===== src/rtl/fifo_pkg.sv =====
// fifo_pkg: shared constants, producer state encoding and the data word pattern
package fifo_pkg;
    localparam int DEPTH     = 512;
    localparam int WIDTH     = 1024;
    localparam int PTR_WIDTH = 9;

    typedef enum logic [1:0] {IDLE, WRITE, GAP, DONE} prod_state_e;

    function automatic logic [WIDTH-1:0] pattern(input logic [31:0] s);
        return {WIDTH/32{s}};
    endfunction
endpackage


===== src/rtl/producer.sv =====
// producer: write-side burst traffic source for the async FIFO (clk1 domain)
// Ports: clk1/rst (async active-high), start/burst_len/gap_cycles request a burst,
// Full backpressure from the control unit, Write/Data_in to the FIFO write port,
// Busy during a burst, Done one-cycle completion pulse, seq next sequence number.
module producer
    import fifo_pkg::*;
(
    input  logic                 clk1,
    input  logic                 rst,
    input  logic                 start,
    input  logic [PTR_WIDTH:0]   burst_len,
    input  logic [3:0]           gap_cycles,
    input  logic                 Full,
    output logic                 Write,
    output logic [WIDTH-1:0]     Data_in,
    output logic                 Busy,
    output logic                 Done,
    output logic [31:0]          seq
);
    prod_state_e          state;
    logic [PTR_WIDTH:0]   remaining;
    logic [3:0]           gap;
    logic [3:0]           gap_cnt;

    always_ff @(posedge clk1 or posedge rst) begin
        if (rst) begin
            state     <= IDLE;
            remaining <= '0;
            gap       <= '0;
            gap_cnt   <= '0;
            seq       <= '0;
            Write     <= 1'b0;
            Data_in   <= '0;
            Busy      <= 1'b0;
            Done      <= 1'b0;
        end else begin
            Done <= 1'b0;
            case (state)
                IDLE: begin
                    if (start && burst_len == '0) begin
                        Done <= 1'b1;
                    end else if (start) begin
                        state     <= WRITE;
                        remaining <= burst_len;
                        gap       <= gap_cycles;
                        Write     <= 1'b1;
                        Busy      <= 1'b1;
                        Data_in   <= pattern(seq);
                    end
                end
                WRITE: begin
                    // while Full is high nothing changes, so Write/Data_in hold
                    if (!Full) begin
                        seq       <= seq + 32'd1;
                        remaining <= remaining - (PTR_WIDTH+1)'(1);
                        if (remaining == (PTR_WIDTH+1)'(1)) begin
                            state <= DONE;
                            Write <= 1'b0;
                            Busy  <= 1'b0;
                            Done  <= 1'b1;
                        end else if (gap != 4'd0) begin
                            state   <= GAP;
                            gap_cnt <= gap;
                            Write   <= 1'b0;
                        end else begin
                            Data_in <= pattern(seq + 32'd1);
                        end
                    end
                end
                GAP: begin
                    gap_cnt <= gap_cnt - 4'd1;
                    if (gap_cnt == 4'd1) begin
                        state   <= WRITE;
                        Write   <= 1'b1;
                        Data_in <= pattern(seq);
                    end
                end
                default: state <= IDLE;
            endcase
        end
    end
endmodule


===== config.mk =====
export PLATFORM = sky130hd
export DESIGN_NAME = producer
export DESIGN_NICKNAME = d
export VERILOG_FILES = /design/src/rtl/fifo_pkg.sv /design/src/rtl/producer.sv
export SDC_FILE = /design/constraint.sdc
export NUM_CORES = 1
export LEC_CHECK = 0
export ABC_AREA = 1
export BUFFER_PORTS_ARGS = -buffer_cell sky130_fd_sc_hd__buf_2
export CAP_MARGIN = 10
export CORE_AREA = 2 2 420 422
export CTS_BUF_LIST = sky130_fd_sc_hd__clkbuf_4
export DETAILED_ROUTE_END_ITERATION = 16
export DIE_AREA = 0 0 422 424
export PLACE_DENSITY = 0.3
export SLEW_MARGIN = 10
export SYNTH_ARGS = -nofsm -noshare
export SYNTH_HDL_FRONTEND = slang
export SYNTH_SLANG_ARGS = --single-unit

===== constraint.sdc =====
create_clock -name clk1 -period 3.9 [get_ports clk1]
set_clock_uncertainty 0.2 [all_clocks]
set_input_delay 0.975 -clock clk1 [delete_from_list [all_inputs] [get_ports clk1]]
set_output_delay 0.975 -clock clk1 [all_outputs]
set_load 0.01 [all_outputs]

==> metrics.md <==
| Metric | Value |
|---|---|
| Number of antenna violations at the first check in global routing | `4` |
| Yosys warning count | `0` |
| Area of the mapped netlist | `12500 um2` |
| Syn Inst Count | `1736` |
| Total Routing Usage GR | `0.0490` |
| Drt pass-1 iters | `5` |
| Area leader, netlist | `buf_4` |
| Final Setup Violations | `0` |
| Final worst slack | `0.771 ns` |
| First-pass GRT wire length | `62300 um` |
| Worst Setup End Kind | `primary output` |
| IO Pins | `1077` |
| Critical R2R Launch | `gap_cnt[1]$_DFFE_PP0P_` |
| Period minus WS final | `3.13 ns` |
| Most frequent cells in the layout | `buf_2 (1076), nand2_1 (295), dfrtp_1 (84)` |
| Syn_nets | `1759` |
| Die height | `424 um` |
| Comb pwr share | `0.784` |
| Critical Path RT | `2.72 ns` |
| Final setup TNS | `0 ns` |
| Number of global-route vias before repair | `7363` |
| Filler Cell Count | `20752` |
| RSZ-0062 raised after global routing | `false` |
| Row count | `154` |
| VDD IR-drop max | `0.247 mV` |
| Core ar. | `175000 um2` |
| Commonest non-fill, non-tap cell in the layout | `buf_2` |
| Worst slew pin tran | `1.12 ns` |
| Share of the yosys chip area belonging to registers | `0.174` |
| Switch share | `0.598` |
| Flop pwr share | `0.170` |
| Post_cts resized | `0` |
| CTS clk-pin slew, worst paths | `0.15 ns` |
| Area of the multi-input gates | `2530 um2` |
| Area delta synth->final | `9.48%` |
| Clk_lat worst skew | `0.54 ns` |
| Clock Path Buffers | `2` |
| FF+latch area | `2180 um2` |
| Setup crit start kind | `flip-flop` |
| Nets | `1864` |
| CTS buffer count | `9` |
| CTS tree | `yes` |
| Max-slew headroom | `0.257` |
| Synth top area share | `0.598` |
| Slack of the worst reg-to-reg path | `1.10 ns` |
| Hold-fix buffers, CTS | `0` |
| Synth top area cells | `buf_4 (60%), dfrtp_1 (17%), nand2_1 (8.9%)` |
| Buf+Inv Stages, Crit Path | `1` |
| Max Fanout on Critical Path | `33` |
| Critical path depth | `1` |
| DRT iter0 DRCs | `476` |
| Power per cell area | `932 nW/um2` |
| Die ar. | `179000 um2` |
| GR Overflow Total | `0` |
| Outcome | `finished clean` |
| Slowest-stage cell, CP | `dfrtp_1` |
| DRC violations left | `0` |
| GPL Wtd Cong | `0.709` |
| TritonCTS Sinks | `87` |
| Final hold violations | `0` |
| Cell Chain, Critical Path | `buf_2` |
| Pint | `0.00512 W` |
| H-Tree Depth | `3` |
| Crit-path leading delay family | `flip-flops` |
| Antenna violation net count after detailed routing | `0` |
| Hold Path Class | `reg2reg` |
| RR Endpoint | `Data_in[992]$_DFFE_PP0P_` |
| Initial Util | `0.0714` |
| Die Wd | `422 um` |
| Final Slew Violations | `0` |
| Clock share of power | `0.047` |
| Worst setup path endpoint | `Data_in[436]` |
| Detail Placement HPWL | `39900 um` |
| Psw | `0.00763 W` |
| Crit path launch | `Data_in[1012]$_DFFE_PP0P_` |
| Yosys reg bits | `87` |
| CP Class | `reg2out` |
| CP peak stage delay | `1.08 ns` |
| I/O Buffers | `1076` |
| Root buffer cell | `clkbuf_4` |
| Pre-CTS setup slack | `0.421 ns` |
| Arr. time, crit path | `1.95 ns` |
| Avg Inst Size Synth | `7.20 um2` |
| Layout cells sized above 1 | `0.619` |
| Tcrit/Tclk final | `0.802` |
| Lkg Pwr | `7.83 nW` |
| WL final | `48500 um` |
| Average wire per cell in the routed design | `11.6 um` |
| Cells on worst reg2reg path | `10` |
| Vias per inst | `2.20` |
| # Max-Cap Violations | `0` |
| Routed via count | `9240` |
| Post-CTS Setup Bufs | `0` |
| Largest net degree at the start of global routing | `51` |
| Fmax | `0.320 GHz` |
| Netlist cell types | `31` |
synth_stat cells (all sizes together):
library cell	n
mux2	1
xnor2	2
nand2	298
nor2	84
nor3	8
xor2	9
ha	5
o31ai	1
nand3b	1
o21ai	74
o211ai	1
nand3	74
or2	1
o21bai	1
a31oi	3
dfrtp	87
inv	65
nand4	1
clkbuf	10
buf	1003
and2	1
a21oi	6
worst reg2reg max path, stage by stage, from the launching register on:
cell and delay (ns):
dfrtp_1 0.41, inv_1 0.09, ha_1 0.14, nand3_1 0.08
nand2_1 0.12, nand2_1 0.09, nor2_2 0.16, nand2_2 0.16
nor2_4 0.62, inv_4 0.35, o21ai_0 0.30
cell type report:
class,count,area share
diodes,9,0.00165
multi-input cells,571,0.185
clock inverters,6,0.00503
repair buffers,1107,0.411
clock buffers,10,0.00549
inverters,65,0.0181
well taps,2340,0.214
flip-flops and latches,87,0.159
stage by stage:
stage	area (um2)	hold slack, ns	cells	power [W]	util
after global routing	13700	0.325	4189	0.0139	0.0781
after CTS	13700	0.300	4186	0.0132	0.0781
after global placement	13500	0.268	4170	0.0127	0.0773
after detailed placement	13500	0.262	4170	0.0125	0.0773
final	13700	0.293	4195	0.0127	0.0782
after floorplan	12500	0.249	1736	0.0124	-
state kept, by name, summed over array words and instances (netlist names):
register   count
Data_in       32
remaining     10
state          2
Busy           1
gap            4
seq           32
Write          1
Done           1
gap_cnt        4
kinds of logic after synthesis:
| group | Yosys count | synth area share |
|---|---|---|
| AOI/OAI and AO/OA | 86 | 0.0353 |
| buffers and inverters | 1078 | 0.624 |
| adders and majority gates | 5 | 0.00501 |
| and+or+nand+nor | 468 | 0.153 |
| muxes | 1 | 0.000901 |
| DFF | 87 | 0.174 |
| xor gates and xnor gates | 11 | 0.00771 |
worst min-delay path by stage:
stage	start	end	slack, ns	cells after the start
after global placement	Data_in[995]$_DFFE_PP0P_	Data_in[995]$_DFFE_PP0P_	0.27	2
after floorplan	gap_cnt[3]$_DFFE_PP0P_	gap_cnt[3]$_DFFE_PP0P_	0.25	2
after global routing	Write$_DFFE_PP0P_	Write$_DFFE_PP0P_	0.32	2
after detailed placement	Write$_DFFE_PP0P_	Write$_DFFE_PP0P_	0.26	2
after CTS	Data_in[994]$_DFFE_PP0P_	Data_in[994]$_DFFE_PP0P_	0.30	2
final	Data_in[994]$_DFFE_PP0P_	Data_in[994]$_DFFE_PP0P_	0.29	2
power by group through the flow:
| stage | Sequential [W] | Combinational [W] | Clock, W |
|---|---|---|---|
| after detailed placement | 0.00225 | 0.0103 | 0 |
| after global placement | 0.00223 | 0.0104 | 0 |
| after floorplan | 0.00251 | 0.00987 | 0 |
| after CTS | 0.00223 | 0.0103 | 0.000642 |
| after global routing | 0.00231 | 0.0109 | 0.000677 |
| final | 0.00216 | 0.00999 | 0.000598 |
per-layer routing:
metal	up-vias	track usage	wire, um
li1	4559	-	-
met1	4278	0.0629	21000
met2	389	0.0885	24900
met3	14	0.00692	2320
met4	0	0.00548	278
met5	-	0	0
No activity file was read; power rests on OpenSTA's default activity.
